$ cat src/rtl/store_and_release.sv
// store_and_release: per-lane tuple FIFO with a lockstep release port.
// Tuples arrive on a valid/ready stream, wait in a DEPTH-entry FIFO, and leave one
// per accepted release strobe through a single registered output slot.
// Optional feature macro: SAR_SEQCHECK_EN adds a release counter that is compared
// against the control index on next_i, with a sticky seq_error_o flag.
module store_and_release #(
    parameter int unsigned DATA_WIDTH = 64,
    parameter int unsigned DEPTH      = 16
) (
    input  logic                  clk_i,
    input  logic                  resetn_i,
    input  logic                  in_valid_i,
    output logic                  in_ready_o,
    input  logic [DATA_WIDTH-1:0] in_data_i,
    input  logic                  in_last_i,
    output logic                  is_stored_o,
    input  logic                  release_data_i,
    input  logic [31:0]           next_i,
    output logic                  local_last_processed_o,
    output logic                  out_valid_o,
    input  logic                  out_ready_i,
    output logic [DATA_WIDTH-1:0] out_data_o
`ifdef SAR_SEQCHECK_EN
    ,
    output logic                  seq_error_o
`endif
);

    localparam int unsigned AW = (DEPTH > 1) ? $clog2(DEPTH) : 1;
    localparam int unsigned CW = $clog2(DEPTH + 1);

    logic [DATA_WIDTH-1:0] mem_q [DEPTH];
    logic [AW-1:0]         wr_ptr_q, wr_ptr_d;
    logic [AW-1:0]         rd_ptr_q, rd_ptr_d;
    logic [CW-1:0]         count_q, count_d;
    logic                  last_seen_q, last_seen_d;
    logic                  out_valid_q, out_valid_d;
    logic [DATA_WIDTH-1:0] out_data_q, out_data_d;
    logic                  llp_q, llp_d;

    logic full, empty, push, pop;

    assign full  = (count_q == CW'(DEPTH));
    assign empty = (count_q == '0);

    // Gate with reset so upstream sees not-ready while the lane is held in reset.
    assign in_ready_o  = resetn_i & ~full & ~last_seen_q;
    // Head is offered only when the output slot is free or being drained this cycle.
    assign is_stored_o = ~empty & (~out_valid_q | out_ready_i);

    assign push = in_valid_i & in_ready_o;
    assign pop  = release_data_i & is_stored_o;

    assign out_valid_o            = out_valid_q;
    assign out_data_o             = out_data_q;
    assign local_last_processed_o = llp_q;

    // Next-state for pointers, occupancy, output slot and completion flag.
    always_comb begin
        wr_ptr_d    = wr_ptr_q;
        rd_ptr_d    = rd_ptr_q;
        count_d     = count_q;
        last_seen_d = last_seen_q;
        out_valid_d = out_valid_q;
        out_data_d  = out_data_q;
        llp_d       = llp_q | (last_seen_q & empty & ~out_valid_q);

        if (push) begin
            wr_ptr_d = wr_ptr_q + AW'(1);
            if (in_last_i) begin
                last_seen_d = 1'b1;
            end
        end
        if (pop) begin
            rd_ptr_d = rd_ptr_q + AW'(1);
        end

        case ({push, pop})
            2'b10:   count_d = count_q + CW'(1);
            2'b01:   count_d = count_q - CW'(1);
            default: count_d = count_q;
        endcase

        // A release refills the slot even when it is handed off in the same cycle.
        if (pop) begin
            out_valid_d = 1'b1;
            out_data_d  = mem_q[rd_ptr_q];
        end else if (out_valid_q && out_ready_i) begin
            out_valid_d = 1'b0;
        end
    end

    // Control and output state registers.
    always_ff @(posedge clk_i or negedge resetn_i) begin
        if (!resetn_i) begin
            wr_ptr_q    <= '0;
            rd_ptr_q    <= '0;
            count_q     <= '0;
            last_seen_q <= 1'b0;
            out_valid_q <= 1'b0;
            out_data_q  <= '0;
            llp_q       <= 1'b0;
        end else begin
            wr_ptr_q    <= wr_ptr_d;
            rd_ptr_q    <= rd_ptr_d;
            count_q     <= count_d;
            last_seen_q <= last_seen_d;
            out_valid_q <= out_valid_d;
            out_data_q  <= out_data_d;
            llp_q       <= llp_d;
        end
    end

    // Storage array; contents are don't-care until written, so no reset.
    always_ff @(posedge clk_i) begin
        if (push) begin
            mem_q[wr_ptr_q] <= in_data_i;
        end
    end

`ifdef SAR_SEQCHECK_EN
    logic [31:0] rel_cnt_q, rel_cnt_d;
    logic        seq_error_q, seq_error_d;

    assign seq_error_o = seq_error_q;

    // Release counter and sticky mismatch against the control index.
    always_comb begin
        rel_cnt_d   = rel_cnt_q;
        seq_error_d = seq_error_q;
        if (pop) begin
            rel_cnt_d = rel_cnt_q + 32'd1;
            if (next_i != rel_cnt_q) begin
                seq_error_d = 1'b1;
            end
        end
    end

    // Sequence-check state registers.
    always_ff @(posedge clk_i or negedge resetn_i) begin
        if (!resetn_i) begin
            rel_cnt_q   <= '0;
            seq_error_q <= 1'b0;
        end else begin
            rel_cnt_q   <= rel_cnt_d;
            seq_error_q <= seq_error_d;
        end
    end
`else
    // Index input has no consumer without the sequence check.
    logic unused_next;
    assign unused_next = ^next_i;
`endif

endmodule

$ cat config.mk
export PLATFORM = sky130hd
export DESIGN_NAME = store_and_release
export DESIGN_NICKNAME = d
export VERILOG_FILES = /design/src/rtl/store_and_release.sv
export SDC_FILE = /design/constraint.sdc
export NUM_CORES = 1
export LEC_CHECK = 0
export CAP_MARGIN = 20
export CELL_PAD_IN_SITES_DETAIL_PLACEMENT = 1
export CELL_PAD_IN_SITES_GLOBAL_PLACEMENT = 2
export CORE_UTILIZATION = 52
export DETAILED_ROUTE_END_ITERATION = 6
export GPL_TIMING_DRIVEN = 0
export PLACE_DENSITY_LB_ADDON = 0.1
export SLEW_MARGIN = 20
export SYNTH_ARGS = -nofsm -noshare
export SYNTH_HDL_FRONTEND = slang
export SYNTH_SLANG_ARGS = --single-unit
$ cat constraint.sdc
create_clock -name clk_i -period 5.3 [get_ports clk_i]
set_input_delay 1.59 -clock clk_i [delete_from_list [all_inputs] [get_ports clk_i]]
set_output_delay 1.59 -clock clk_i [all_outputs]
set_load 0.05 [all_outputs]
* Yosys cells after proc, flatten, opt, wreduce, memory -nomap -nowiden
Memory sizes are Yosys's and may differ from the RTL's. A register that Yosys moved wholly into a read port is not among the register bits. Cells that the tools add are included.
Word-level totals: bits in registers 16, RAM bits 1024, input port bits 102, output and inout port bits 68, word-level logic and storage cells 38, memories kept 1
Memory list:
- mem_q | depth 16, width 64, rd ports 1, clocked after Yosys merged registers in 1, write ports 1, RTL line 32 | logic [DATA_WIDTH-1:0] mem_q [DEPTH];
Operators by class: add/sub/neg operators 4, eq/ne operators 3, multiplexer cells 5, bitwise gates (word level) 13, reduce and logical (&&, ||, !) cells 6
Operators by type and width (number):
- case mux 5 bit (2 select lines) | 1
- adder 4 x 1 -> 4 bit (second input constant) | 2
- AND 1 bit | 7
- adder 5 x 1 -> 5 bit (second input constant) | 1
- == test 5 bit (second input constant) | 1
- logical NOT 5 bit | 1
- subtractor 5 x 1 -> 5 bit (second input constant) | 1
- 2-to-1 mux 1 bit | 4
- NOT 1 bit | 4
- nonzero test 2 bit | 2
- == test 2 x 1 -> 1 bit (second input constant) | 1
- == test 2 bit (second input constant) | 1
- OR 1 bit | 2
- AND reduction 2 bit | 1
- logical AND 1 bit | 1
- logical NOT 1 bit | 1

* Logic depth before layout (Yosys ltp)
word-level depth 7, mapped depth 13, mapped depth without buffers 12

* Worst setup path after synthesis
Ideal clock, no wire load.
kind input to register, start point in resetn_i, end point mem mem_q[4][0] (enable), setup time 0.429 ns, data arrival time 4.688 ns, required time 4.871 ns, path slack 0.184 ns, stages 7, buffers on the path 1, cells stage by stage nand2b_1 -> a21oi_1 -> and2_1 -> buf_2 -> inv_2 -> nor3b_1 -> and2_1
Between the ends: cells in the longest elaborated chain, start to end 5
Ends and longest elaborated chain:
- start, declared | RTL line 11 | input logic resetn_i,
- AND 1 bit (2 in a row) | RTL line 47 | assign in_ready_o = resetn_i & ~full & ~last_seen_q;
- via in_ready_o | RTL line 13 | output logic in_ready_o,
- AND 1 bit | RTL line 51 | assign push = in_valid_i & in_ready_o;
- 2-to-1 mux 1 bit | RTL line 116 | if (push) begin
- 2-to-1 mux 1 bit (implied by the code) | RTL line 117 | mem_q[wr_ptr_q] <= in_data_i;
- end, declared | RTL line 32
The timed path passes the listed nets, and every way through them passes these cells.

* Final worst setup path
start point in resetn_i, end point out in_ready_o
Between the ends: cells in the longest elaborated chain, start to end 2
Ends and longest elaborated chain (RTL line):
- AND 1 bit (2 in a row) | 47
- end, declared | 13
No other way between the ends.

==> summary.txt <==
Detailed routing
  – DR pass1 iterations: 5
  – Vias: between 15k and 20k
  – DRT iter0 DRCs: 1780
  – Drc violations: 0
  – ANT nets after route: 0
  – DRT Wirelength: between 100 and 150 mm
  – Post-detailed-route wirelength per cell: about 31 um
  – Via density: slightly above 6

Critical path
  – Critical Path AT: about 3.5 ns
  – R2R cell count: 12
  – RR Endpoint: count_q[4]
  – CP Cell Sequence: buf_6 > buf_16 > nand2b_1 > a21oi_1 > clkdlybuf4s50_1
  – Origin of the critical flop-to-flop path: out_valid_o
  – Slowest CP cell: clkdlybuf4s50_1
  – Total stage count of the critical path: 5
  – Critical path startpoint category: input pin
  – Max Fanout on Critical Path: 44
  – Setup CP Type: input pin to primary output
  – CP delay by family, top: buffers and inverters
  – Bufs and invs on worst path: 3
  – Crit. End Element: primary output
  – Worst R2R Setup Slack: approximately 1.4 ns
  – Critical Path RT: around 3.7 ns
  – Max incr delay on CP: ~0.84 ns

Worst hold path
  – Worst hold path type: flop to flop
  – Hold Startpoint: last_seen_q
  – Hold Path Cell Cnt: 1
  – Worst hold path endpoint: last_seen_q

Clock tree
  – Clk sink count: 1104
  – Num CTS Buffers: between 100 and 150
  – Clk Latency, worst-skew pair: between 0.6 and 0.7 ns
  – CTS tree: built
  – Clock transition at path regs: approximately 0.060 ns
  – Hold Buf Count CTS: 0
  – Post-CTS Setup Inserts: 0
  – Clock Path Buffers: 3
  – Post-CTS sizing: 0
  – H-tree depth: 3
  – Root Buffer: clkbuf_16

Timing
  – Min Tclk post-route: approximately 5.1 ns
  – Fmax: slightly below 200 MHz
  – Slew @ Worst Pin: ~1.2 ns
  – Slew margin rel.: 23.3%
  – Endpoints failing setup: 0
  – Unrepaired setup endpoints after global routing: no
  – Slew Viols, Final: 0
  – Tcrit/Tclk final: a little over nine tenths
  – Final Hold Violating Endpoints: 0
  – Fin Clk Skew: ~0.034 ns

Synthesis
  – Mapped cell area: just over 40000 sq um
  – Synth area leader: edfxtp_1
  – Yosys warnings: 0
  – Synth Instances: roughly 1.8k
  – Syn avg cell area: about 23 sq um
  – Cells taking the most area after synthesis: edfxtp_1 (74%), mux4_2 (14%), dfrtp_1 (4.8%)
  – Flop and latch count out of synthesis: between 1k and 1.5k
  – Sequential-to-total area share from yosys stat: between 70% and 80%
  – Distinct cell type count after synthesis: 37
  – Yosys top cell area share: roughly 74%
  – Asr flop ratio synth: under 10%
  – EDFF count, synth: 1024
  – Syn_nets: around 1.9k
  – Most common flop cell mapped by yosys: edfxtp_1

Final layout
  – Layout Area Growth over Synthesis: 17.2%
  – Ant diodes: 0
  – Multi-input logic area: a little over 8000 sq um
  – Layout fillers: around 6.4k
  – Most frequent cells in the layout: edfxtp_1 (1024), mux4_2 (256), clkdlybuf4s50_1 (136)
  – Share of layout cells above drive strength 1: roughly 28%
  – Post-route cell area: 48600 sq um
  – Commonest non-fill, non-tap cell in the layout: edfxtp_1
  – Nets: 2183
  – Flip-flop and latch area: about 33000 sq um

Placement
  – GPL Wtd Cong: approximately 0.73
  – Cell Area, Placed: ~45000 sq um
  – DPL Wire Length: ~60 mm
  – Count of buffers from port buffering: approximately 140

Floorplan
  – FP Rows: ~100
  – Initial core utilization: 52.5%
  – Die Y: roughly 280 um
  – Die footprint: 80900 sq um
  – Core box area: between 70000 and 80000 sq um
  – Die X: about 280 um
  – I/O pin count: 170

Outcome
  – Status: finished, final reports clean

GRT
  – First-pass GRT wire length: 148 mm
  – Largest net degree at the start of global routing: 45
  – GRT overflow: 0
  – Initial antenna violation count: 3
  – Tot GR Track Use: 25.5%
  – Vias in the first global route: around 22k

Power and ir drop
  – Pwr dens: about 540 nW/um^2
  – Maximum vdd drop: approximately 0.26 mV
  – Final total power: 26100 uW
  – Leak: around 0.016 uW

Job
  – Count of maximum capacitance violations: 0
## state kept, by name, indices dropped and copies added, names as in the netlist
signal and flops:
count_q 5, last_seen_q 1, local_last_processed_o 1, mem_q 1024, out_data_o 64, out_valid_o 1
rd_ptr_q 4, wr_ptr_q 4
## per-stage QoR
stage / hold slack, ns / cells / util, % / TNS [ns] / worst slack [ns]
after global routing: 0.506 / 3216 / 61.6 / 0 / 0.0725
after global placement: 0.461 / 2987 / 55.9 / -5567.46 / -5.52
final: 0.490 / 3216 / 61.6 / 0 / 0.230
after CTS: 0.498 / 3215 / 61.5 / 0 / 0.170
after detailed placement: 0.484 / 3007 / 56.6 / -3.12 / -1.25
after floorplan: 0.441 / 1800 / - / 0 / 0.184
## final cells by class
type | instances | share of cell area [%]
plain buffers | 100 | 1.07
clock buffers | 140 | 6.36
clock inverters | 69 | 1.65
inverters | 10 | 0.0772
multi-input cells | 585 | 16.9
flip-flops and latches | 1104 | 67.3
well taps | 1050 | 2.70
repair buffers | 158 | 3.89
## cells in the mapped netlist, drive strengths merged (3+ instances only)
master	count
ha	9
o21ai	4
and3	5
xor2	3
clkbuf	43
buf	58
inv	10
a21oi	67
nand2	6
mux2	65
o22ai	128
mux4	256
xnor2	7
edfxtp	1024
and2	14
dfrtp	80
## cells by family after synthesis
kind of cell	count (synthesis)	share of synthesized area (%)
flops	1104	79.0
fa+ha+maj	10	0.320
buf+inv	111	1.35
xor+xnor	10	0.211
mux	322	15.7
simple gates	40	0.579
compound gates	203	2.89
## worst reg2reg max path: cells and delay by family, from the launching register on
family,cells,cell delay [ns]
buffers and inverters,3,0.93
AND/OR/NAND/NOR,4,0.90
adder cells (fa/ha/maj),2,0.79
AO/OA/AOI/OAI,2,0.66
flip-flops,1,0.41
XOR/XNOR,1,0.14
## worst max-delay path by stage
stage | to | slack, ns | startpoint
6_report | in_ready_o | 0.23 | resetn_i
4_1_cts | in_ready_o | 0.17 | resetn_i
3_3_place_gp | mem_q[5][22] | -5.52 | resetn_i
3_5_place_dp | count_q[4] | -1.25 | out_ready_i
2_1_floorplan | mem_q[4][0] | 0.18 | resetn_i
5_1_grt | in_ready_o | 0.07 | resetn_i
## per-layer routing
metal | wire length, um | part of all wire, % | vias up | global-route usage [%]
li1 | - | - | 8211 | -
met1 | 42100 | 42 | 10900 | 35.5
met2 | 50300 | 50 | 685 | 41.8
met3 | 6030 | 6.0 | 142 | 4.64
met4 | 2300 | 2.3 | 6 | 6.68
met5 | 30 | 0.030 | - | 0
## report_power, final
part / internal [uW] / switching [uW]
clock: 4950 / 3300
sequential: 10000 / 316
combinational: 3220 / 4260
(Power assumes the default switching activity.)
